## config.mk

```make
export PLATFORM = sky130hd
export DESIGN_NAME = mem_stage
export DESIGN_NICKNAME = d
export VERILOG_FILES = /design/src/rtl/mem_stage.sv
export SDC_FILE = /design/constraint.sdc
export NUM_CORES = 1
export LEC_CHECK = 0
export ABC_CLOCK_PERIOD_IN_PS = 4190
export CAP_MARGIN = 20
export CELL_PAD_IN_SITES_DETAIL_PLACEMENT = 0
export CELL_PAD_IN_SITES_GLOBAL_PLACEMENT = 1
export CORE_MARGIN = 1.5
export CORE_UTILIZATION = 32
export DETAILED_ROUTE_END_ITERATION = 8
export GPL_ROUTABILITY_DRIVEN = 0
export PLACE_DENSITY_LB_ADDON = 0.15
export SYNTH_ARGS = -nofsm -noshare
export SYNTH_HDL_FRONTEND = slang
export SYNTH_SLANG_ARGS = --single-unit
```

## constraint.sdc

```tcl
create_clock -name clk -period 4.19 [get_ports clk]
set_clock_uncertainty 0.1 [all_clocks]
set_input_delay 0.838 -clock clk [delete_from_list [all_inputs] [get_ports clk]]
set_output_delay 0.838 -clock clk [all_outputs]
set_load 0.03 [all_outputs]
```

## src/rtl/mem_stage.sv

```systemverilog
// Data-memory access stage: issues a req/ack transaction to a variable-latency
// data memory, stalls the core until it completes, and picks the writeback value.
module mem_stage #(
    parameter int unsigned TIMEOUT = 255
) (
    input  logic        clk,
    input  logic        rst,
    input  logic        mem_re,
    input  logic        mem_we,
    input  logic        hlt,
    input  logic [15:0] alu_res,
    input  logic [15:0] st_data,
    input  logic        rf_we_in,
    output logic        stall,
    output logic [15:0] wb_data,
    output logic        rf_we,
    output logic        err,
    output logic        dm_req,
    output logic        dm_we,
    output logic [15:0] dm_addr,
    output logic [15:0] dm_wdata,
    input  logic        dm_ack,
    input  logic [15:0] dm_rdata,
    output logic [1:0]  dbg_state
);

    typedef enum logic [1:0] {
        S_IDLE = 2'd0,
        S_WAIT = 2'd1,
        S_DONE = 2'd2
    } state_e;

    localparam logic [7:0] TIMEOUT_C = 8'(TIMEOUT);

    state_e      state_q, state_d;
    logic [7:0]  cnt_q, cnt_d;
    logic        req_q, req_d;
    logic        we_q, we_d;
    logic [15:0] addr_q, addr_d;
    logic [15:0] wdata_q, wdata_d;
    logic [15:0] ld_q, ld_d;
    logic        err_q, err_d;
    logic        access;

    assign access = (mem_re | mem_we) & ~hlt;

    always_comb begin
        state_d = state_q;
        cnt_d   = cnt_q;
        req_d   = req_q;
        we_d    = we_q;
        addr_d  = addr_q;
        wdata_d = wdata_q;
        ld_d    = ld_q;
        err_d   = err_q;
        case (state_q)
            S_IDLE: begin
                if (access) begin
                    addr_d  = alu_res;
                    wdata_d = st_data;
                    we_d    = mem_we;
                    req_d   = 1'b1;
                    cnt_d   = 8'd0;
                    state_d = S_WAIT;
                end
            end
            S_WAIT: begin
                // An ack arriving on the final counted cycle still wins over the timeout.
                if (dm_ack) begin
                    if (!we_q) ld_d = dm_rdata;
                    req_d   = 1'b0;
                    state_d = S_DONE;
                end else if (cnt_q == TIMEOUT_C) begin
                    req_d   = 1'b0;
                    err_d   = 1'b1;
                    ld_d    = 16'h0000;
                    state_d = S_DONE;
                end else begin
                    cnt_d = cnt_q + 8'd1;
                end
            end
            S_DONE: begin
                state_d = S_IDLE;
            end
            default: begin
                state_d = S_IDLE;
            end
        endcase
    end

    always_ff @(posedge clk) begin
        if (rst) begin
            state_q <= S_IDLE;
            cnt_q   <= 8'd0;
            req_q   <= 1'b0;
            we_q    <= 1'b0;
            addr_q  <= 16'h0000;
            wdata_q <= 16'h0000;
            ld_q    <= 16'h0000;
            err_q   <= 1'b0;
        end else begin
            state_q <= state_d;
            cnt_q   <= cnt_d;
            req_q   <= req_d;
            we_q    <= we_d;
            addr_q  <= addr_d;
            wdata_q <= wdata_d;
            ld_q    <= ld_d;
            err_q   <= err_d;
        end
    end

    assign stall     = ((state_q == S_IDLE) && access) || (state_q == S_WAIT);
    assign rf_we     = rf_we_in & ~stall;
    assign wb_data   = ((state_q == S_DONE) && !we_q) ? ld_q : alu_res;
    assign err       = err_q;
    assign dm_req    = req_q;
    assign dm_we     = we_q;
    assign dm_addr   = addr_q;
    assign dm_wdata  = wdata_q;
    assign dbg_state = state_q;

endmodule

```

==> results.py <==
metrics = {
    "yosys": {
        "synth.avg_cell_area_um2": 9.00,
        "synth_cell_types": 38,
        "syn-num-nets": 329,
        "synth_seq_cells": 61,
        "yosysSeqAreaShare": 0.497,
        "yosysWarnings": 0,
        "synth.top_cell.area_share": 0.497,
        "syn_inst": 273,
        "netlist_area_um2": 2460,
        "synth_top_cells_by_area": "dfxtp_1 50%, nand2_1 12%, a21oi_1 7.9%",
        "yosys.area.top_type": "dfxtp_1",
    },
    "power_and_ir_drop": {
        "sw_frac_of_total": 0.272,
        "ir_drop_uv": 205,
        "p_int_uw": 1030,
        "p_leak_uw": 0.00138,
        "powerDensity_nw_per_um2": 370,
        "comb_power_share": 0.201,
        "switching_power_uw": 386,
        "clkPwrFrac": 0.358,
        "p_seq_frac": 0.441,
    },
    "outcome": {
        "status": "finished clean",
    },
    "placed_design": {
        "port_buffers": 109,
        "dp_cells": 470,
        "dp_hpwl_mm": 4.69,
    },
    "grt": {
        "antenna_found_initial": 0,
        "grt_overflow": 0,
        "track_usage": 0.166,
        "grt_max_degree": 35,
        "grt_pass1_wl_mm": 11.0,
        "first_global_vias": 2249,
    },
    "critical_path": {
        "reg2reg_depth": 5,
        "path_max_fanout": 5,
        "crit_family": "buffers and inverters",
        "timing.rr.start": "cnt_q[0]$_SDFFE_PP0P_",
        "r2r-end": "cnt_q[5]$_SDFFE_PP0P_",
        "startpoint_type": "primary input",
        "critPathBufInv": 2,
        "critPathKind": "primary input to output pin",
        "critical_path.slowest_cell": "clkdlybuf4s50_1",
        "end_kind": "output pin",
        "r2r_slack_ns": 2.15,
        "crit_top_cell": "clkdlybuf4s50_1",
        "crit_arrival_ns": 2.63,
        "cp_data_required_time_ns": 3.25,
        "critPathMaxStageDelay_ns": 0.67,
        "cp_cell_sequence": "clkdlybuf4s50_1 > o21bai_1 > a21oi_1 > nor2b_1 > clkdlybuf4s50_1",
    },
    "cts": {
        "cts_tree": "yes",
        "cts.htree.levels": 3,
        "hold_buffers": 0,
        "cts_num_sinks": 61,
        "root_buffer": "clkbuf_8",
        "cts_resized": 0,
        "ctsLongestPathBuffers": 2,
        "clkLatencyLatePin_ns": 0.32,
        "path_clk_slew_ns": 0.06,
        "cts_buffers": 9,
        "cts_setup_buffers": 0,
    },
    "final_layout": {
        "nFillCells": 688,
        "multi_input_area_um2": 1150,
        "n_antenna_cell": 0,
        "nets": 439,
        "drive_gt1_frac": 0.116,
        "instances_no_fill": 487,
        "area.growth.synth_to_final_pct": 56.1,
        "regArea_um2": 1220,
    },
    "floorplan": {
        "die_y_um": 90.6,
        "die_area_um2": 8210,
        "core_um2": 7330,
        "start_util": 0.335,
        "die_x_um": 90.6,
        "io_pins": 110,
        "std_cell_rows": 31,
    },
    "min_path": {
        "holdCritPathClass": "flop to flop",
        "hp-start": "dm_addr[11]$_SDFFE_PP0P_",
        "min_to": "dm_addr[11]$_SDFFE_PP0P_",
        "hold_depth": 2,
    },
    "sta": {
        "grt_setup_unrepaired": "no",
        "timing.final.hold_violations": 0,
        "relSlewSlack": 0.380,
        "maxSlewViolCount": 0,
        "setup_viol": 0,
        "fmaxAchievable_mhz": 280,
        "finalSetupTns_ns": 0,
        "tightest_slew_ns": 0.925,
        "min_period_over_period": 0.851,
        "whs_ns": 0.353,
        "finalCriticalPeriod_ns": 3.57,
    },
    "detailed_routing": {
        "drcViolationCount": 0,
        "first_pass_iters": 4,
        "drt_iter0_markers": 91,
        "antenna_left": 0,
        "wire_per_inst_um": 13.8,
        "drt-vias-per-instance": 4.74,
        "wl_mm": 6.72,
        "num_vias": 2310,
    },
    "flow_run": {
        "maxCapViolCount": 0,
    },
}
[worst min-delay path, stage by stage (launching register included)]
cell	delay (ns)
dfxtp_1	0.31
nand2_1	0.05
a21oi_1	0.05
[worst max-delay path by stage]
stage                     endpoint  cells after the start  slack (ns)  startpoint
after floorplan              rf_we                      3        1.36         hlt
after global placement       rf_we                      5        0.63      mem_we
after detailed placement     rf_we                      5        0.62      mem_we
after CTS                    rf_we                      5        0.62      mem_we
after global routing         rf_we                      5        0.53      mem_we
final                        rf_we                      5        0.62      mem_we
[cells in the final DEF, fill, tap and decap left out, drive strengths merged, types with 2 or more instances in the layout]
cell           instances
a21oi                 39
buf                    6
a22o                  16
nand2                 77
nor3                   9
nand2b                 2
nand3                  3
clkbuf                12
mux2i                  2
clkinv                 2
mux2                  17
or3                    2
o21ai                  2
or4                    2
inv                    3
nor2                   2
dfxtp                 61
o22ai                  2
a211oi                 2
clkdlybuf4s50        109
[flip-flops by register name, summed over array words and instances, names as in the netlist]
| register | count |
|---|---|
| cnt_q | 8 |
| dbg_state | 2 |
| ld_q | 16 |
| dm_wdata | 16 |
| dm_req | 1 |
| err | 1 |
| dm_addr | 16 |
| dm_we | 1 |
[logic make-up (layout without fill, tap and decap cells)]
| group | count (synthesis) | after routing | share of synthesized area |
|---|---|---|---|
| and+or+nand+nor | 103 | 103 | 0.187 |
| AOI/OAI and AO/OA | 70 | 70 | 0.186 |
| DFF | 61 | 61 | 0.497 |
| muxes | 19 | 19 | 0.0860 |
| buffers and inverters | 19 | 134 | 0.0387 |
| adders and majority gates | 1 | 1 | 0.00509 |
[Yosys cell counts]
library cell and count:
ha_1 1, mux2_2 17, or3_1 2, nand2_1 77
and3_1 1, nor3_1 6, mux2i_1 2, clkbuf_1 11
a21oi_1 39, o211ai_2 1, nand3_1 3, a22o_1 16
or4_1 2, inv_1 2, o32a_2 1, o21bai_1 1
nor2b_1 1, nand2b_1 1, o22ai_1 2, a2111oi_0 1
nor2_1 2, o32ai_1 1, inv_2 1, o21ai_0 2
and4_1 1, dfxtp_1 61, nand4_1 1, nor4_1 1
o2111ai_1 1, a2111o_1 1, buf_2 3, nand2b_4 1
nor3b_1 1, a31oi_1 1, nor3_2 3, a41oi_1 1
a211oi_1 2, clkbuf_8 2
[stage by stage]
stage	utilization	total power [uW]	setup slack (ns)	instance area (um2)
finish	0.523	1420	0.623	3830
global route	0.523	1480	0.532	3830
CTS	0.522	1440	0.620	3820
detailed placement	0.495	924	0.622	3630
global placement	0.495	924	0.634	3630
floorplan	-	785	1.36	2460
[area by class of cell]
class / instances / share of cell area
Tap cell: 99 / 0.0323
Timing Repair Buffer: 115 / 0.297
Inverter: 3 / 0.00294
Multi-Input combinational cell: 193 / 0.299
Sequential cell: 61 / 0.318
Clock buffer: 12 / 0.0378
Clock inverter: 4 / 0.0124
[power groups by stage]
stage / Combinational (uW) / Clock (uW) / Sequential, uW
after floorplan: 108 / 0 / 677
after global placement: 287 / 0 / 637
after detailed placement: 286 / 0 / 638
after CTS: 287 / 526 / 625
after global routing: 304 / 551 / 629
final: 285 / 508 / 625
[layer usage]
| metal | global-route usage | part of all wire | up-vias |
|---|---|---|---|
| met5 | 0 | 0 | - |
| met4 | 0.0516 | 0.013 | 0 |
| met3 | 0.0530 | 0.068 | 9 |
| met2 | 0.261 | 0.45 | 69 |
| met1 | 0.215 | 0.47 | 1045 |
| li1 | - | - | 1187 |
Power figures use the tool's default switching activity.
==> edit 1 (same flow settings) <==
Take the reset off `addr_q`, `wdata_q` and `ld_q` and load them in a clocked block of their own.
--- a/src/rtl/mem_stage.sv
+++ b/src/rtl/mem_stage.sv
@@ -96,5 +96,2 @@
             we_q    <= 1'b0;
-            addr_q  <= 16'h0000;
-            wdata_q <= 16'h0000;
-            ld_q    <= 16'h0000;
             err_q   <= 1'b0;
@@ -105,7 +102,10 @@
             we_q    <= we_d;
-            addr_q  <= addr_d;
-            wdata_q <= wdata_d;
-            ld_q    <= ld_d;
             err_q   <= err_d;
         end
+    end
+
+    always_ff @(posedge clk) begin
+        addr_q  <= addr_d;
+        wdata_q <= wdata_d;
+        ld_q    <= ld_d;
     end
Formal check against the unedited RTL: not equivalent (a bounded check fails within 4 cycles, from zero or initial values and one cycle with rst high).
==> edit 1 against the unedited design <==
Cell count decreased by 21%. Design area increased by 1.1%. Area after synthesis decreased by 1.3%. Wire length decreased by 16%. Sequential cell count unchanged. Non-clock buffer count decreased by 3. Largest power group unchanged. Worst setup slack improved by 0.26 ns. Highest routed layer unchanged. Total power increased by 8.7%.
==> edit 1: results (changes against the unedited design) <==
| Metric | Value |
|---|---|
| Status | finished clean (unchanged) |
| Met1 Resource Use GR | 18.09% (was 21.45%) |
| Core Area | 7292 µm² (was 7331 µm²) |
| Yosys cell types | 36 (was 38) |
| Filler Cell Count | 661 (was 688) |
| Worst vdd ir | 0.0001528 V (was 0.0002053 V) |
| Root buffer cell | clkbuf_8 (unchanged) |
| Detail Placement HPWL | 4.034 mm (was 4.691 mm) |
| Post-synthesis mux area share | 8.720% (was 8.605%) |
| Top cells by count, synth | edfxtp_1 (48), mux2_2 (17), and2_1 (16) (was nand2_1 (77), dfxtp_1 (61), a21oi_1 (39)) |
| Fin nets | 337 (was 439) |
| Leakage power | 1.348 nW (was 1.383 nW) |
| Mapped Nets | 219 (was 329) |
| Met3 usage | 3.638% (was 5.303%) |
| Post-Synth Adder-Cell Area | 0.5160% (was 0.5092%) |
| Critical Path Fanout Max | 3 (was 5) |
| Slew Limit Headroom | 51.50% (was 38.00%) |
| Grt total ovfl | 0 (unchanged) |
| Largest net degree at the start of global routing | 24 (was 35) |
| Sequential area share after synthesis | 70.18% (was 49.69%) |
| Met2 Resource Use GR | 23.23% (was 26.13%) |
| R2R depth | 6 (was 5) |
| Total track usage | 14.51% (was 16.58%) |
| Synth top area cells | edfxtp_1 (59%), dfxtp_1 (11%), mux2_2 (7.9%) (was dfxtp_1 (50%), nand2_1 (12%), a21oi_1 (7.9%)) |
| Ys flop type | edfxtp_1 (was dfxtp_1) |
| First-pass GRT wire length | 9.004 mm (was 10.95 mm) |
| Via count | 1750 (was 2310) |
| Vias in the first global route | 1723 (was 2249) |
| Switching Fraction | 22.66% (was 27.18%) |
| Compound-cell area share of the yosys netlist | 5.986% (was 18.58%) |
| Iteration-0 DRC Markers | 46 (was 91) |
| Arrival time at the worst endpoint | 2.37 ns (was 2.63 ns) |
| EDFF count, synth | 48 (was 0) |
| Fraction of layout cells with a size suffix above 1 | 14.04% (was 11.60%) |
| Worst hold start | err$_SDFFE_PP0P_ (was dm_addr[11]$_SDFFE_PP0P_) |
| Routed WL | 5.632 mm (was 6.721 mm) |
edit 1: cell types whose count changed after synthesis, sizes merged, moves of 3 or more:
cell    unedited run  this run
a21oi             39         8
a22o              16         0
a31oi              1         4
and2               0        16
clkbuf            13         4
dfxtp             61        13
edfxtp             0        48
nand2             77         5
nand3              3         7
nor2               2         6
nor3               9         1
edit 1: worst paths after layout:
path         slack, ns               endpoint
max               0.88                  rf_we
min               0.38       err$_SDFFE_PP0P_
max reg2reg       1.97  ld_q[5]$_SDFFCE_PN0P_
min reg2reg       0.38       err$_SDFFE_PP0P_
edit 1: metal layers:
layer | share of wire, % | up-vias
li1 | - | 862
met1 | 46 | 814
met2 | 47 | 63
met3 | 5.7 | 11
met4 | 2.0 | 0
met5 | 0 | -
edit 1: cell type report:
type                            count  share of cell area [%]
Sequential cell                    61                   43.87
Timing Repair Buffer              112                   29.03
Multi-Input combinational cell     94                   17.77
Clock buffer                        9                   3.194
Tap cell                           99                   3.194
Clock inverter                      6                   2.645
Inverter                            3                  0.2903
edit 1: worst max-delay path: cells and delay by family:
family,cells,cell delay [ns]
AND/OR/NAND/NOR,1,0.11
buffers and inverters,2,1.09
AO/OA/AOI/OAI,2,0.33
edit 1: per-stage QoR:
step                      instances  cell area [µm²]  setup WS (ns)
after floorplan                 163             2425          1.395
after global placement          369             3652         0.8855
after detailed placement        369             3652         0.8785
after CTS                       384             3879         0.8708
after global routing            384             3879         0.7297
final                           384             3879         0.8795
edit 1: power groups by stage:
stage	Combinational (mW)	Clock, mW	Sequential (mW)
2_1_floorplan	0.0708	0	0.752
3_3_place_gp	0.245	0	0.708
3_5_place_dp	0.245	0	0.708
4_1_cts	0.246	0.620	0.695
5_1_grt	0.257	0.642	0.698
6_report	0.244	0.603	0.695
==> edit 2 (config.mk and constraints unchanged) <==
Without the edit above. Change the parameter `TIMEOUT` from 255 to 127.
--- a/src/rtl/mem_stage.sv
+++ b/src/rtl/mem_stage.sv
@@ -3,3 +3,3 @@
 module mem_stage #(
-    parameter int unsigned TIMEOUT = 255
+    parameter int unsigned TIMEOUT = 127
 ) (
Formal check against the unedited RTL: no difference found for any inputs over 10 cycles, from zero or initial values and one cycle with rst high; that may be too few to reach the edited logic, so the function may still have changed.
==> edit 2 against the unedited design <==
Sequential share of layout area fell by 0.54 points. Critical path depth is the same. Area after synthesis grew 4.1%. Die area is 3.9% higher. Critical path type unchanged. Wire length is 2.5% higher. Utilization down 1.8 points. Design area up 1.7%. Worst setup slack got worse by 0.14 ns. Register-to-register slack worse by 0.24 ns. Clock power rose by 3.9%. Critical endpoint unchanged. Largest cell class is now multi-input gates. Worst hold slack hardly changed. Sequential cell count unchanged. Total power up 1.4%.
==> edit 2: results (changes against the unedited design) <==
| Metric | Value |
|---|---|
| R2R depth | 4 (was 5) |
| Leakage power | 1.406 nW (was 1.383 nW) |
| Fin nets | 437 (was 439) |
| H-Tree Depth | 3 (unchanged) |
| Placed cell area | 3702 µm² (was 3631 µm²) |
| Yosys cell types | 48 (was 38) |
| Longest Clk Path Bufs | 2 (unchanged) |
| Dpl ws | 0.4957 ns (was 0.6217 ns) |
| Mapped Cells | 276 (was 273) |
| WL/cell | 14.15 µm (was 13.80 µm) |
| Later-pin clock latency in the skew report | 0.33 ns |
| Root buffer cell | clkbuf_8 (unchanged) |
| Mapped Nets | 332 (was 329) |
| Via count | 2349 (was 2310) |
| Placed insts | 472 (was 470) |
| Synth top area cells | dfxtp_1 (48%), nand2_1 (11%), a21oi_1 (7.2%) (was dfxtp_1 (50%), nand2_1 (12%), a21oi_1 (7.9%)) |
| First-pass GRT wire length | 11.19 mm (was 10.95 mm) |
| Post-CTS Setup Repair Bufs | 0 (unchanged) |
| Vias in the first global route | 2359 (was 2249) |
| Final Cycle Share | 88.39% (was 85.13%) |
| Routed WL | 6.890 mm (was 6.721 mm) |
| Slew @ Worst Pin | 0.8790 ns (was 0.9250 ns) |
| Slowest stage delay, CP | 0.67 ns (about the same) |
| Crit path max-delay cell type | clkdlybuf4s50_1 (unchanged) |
| Total track usage | 16.79% (was 16.58%) |
| Detail Placement HPWL | 4.744 mm (was 4.691 mm) |
| Sequential area share after synthesis | 47.75% (was 49.69%) |
| Fraction of layout cells with a size suffix above 1 | 9.091% (was 11.60%) |
| Largest net degree at the start of global routing | 44 (was 35) |
| Synth warn | 0 (unchanged) |
| Hold WC Path Type | register to register (unchanged) |
| Iteration-0 DRC Markers | 69 (was 91) |
| Status | finished clean (unchanged) |
| Top cells by count, synth | nand2_1 (74), dfxtp_1 (61), a21oi_1 (37) (was nand2_1 (77), dfxtp_1 (61), a21oi_1 (39)) |
| Worst vdd ir | 0.0001378 V (was 0.0002053 V) |
## edit 2: changes by cell type after synthesis, sizes merged, moves of 2 or more
cell,before,now
nand4,1,3
nor3,9,4
a211oi,2,4
buf,3,10
a21oi,39,37
clkbuf,13,8
nor2,2,5
o31a,0,2
nand2,77,74
## edit 2: cells by family (layout without fill, tap and decap cells)
kind of cell             after synthesis  in the layout  synth area share, %
multiplexers                          19             19                8.268
AND/OR/NAND/NOR                      103            103                20.21
adder cells (fa/ha/maj)                1              1               0.4892
flip-flops                            61             61                47.75
buffers and inverters                 22            131                4.403
AO/OA/AOI/OAI                         70             70                18.88
## edit 2: where the power goes
group          total (mW)  leakage [nW]  switching (mW)  internal [mW]
clock network       0.528         0.101           0.227          0.302
registers           0.627         0.497          0.0183          0.609
logic               0.283         0.807           0.151          0.132
## edit 2: routing by layer
metal  track usage, %  vias to the layer above  routed length, µm
met1            19.76                     1082               2989
met5                0                        -                  0
met3            5.911                       10                563
li1                 -                     1176                  -
met2            27.63                       81               3232
met4            6.923                        0                104
## edit 2: layout make-up
cell class / count / area (µm²)
clock buffer: 11 / 151.4
clock inverter: 4 / 47.55
fill: 743 / 3826
inverter: 4 / 15.01
multi-input combinational: 193 / 1230
sequential: 61 / 1221
tap: 102 / 127.6
timing repair buffer: 112 / 1109
## edit 2: worst paths after layout
check             slack [ns]                  endpoint                       from
hold reg to reg         0.35  dm_wdata[6]$_SDFFE_PP0P_   dm_wdata[6]$_SDFFE_PP0P_
setup / recovery        0.49                     rf_we                     mem_we
hold / removal          0.35  dm_wdata[6]$_SDFFE_PP0P_   dm_wdata[6]$_SDFFE_PP0P_
setup reg to reg        1.91      ld_q[6]$_SDFFE_PP0P_  dbg_state[0]$_SDFFE_PP0P_
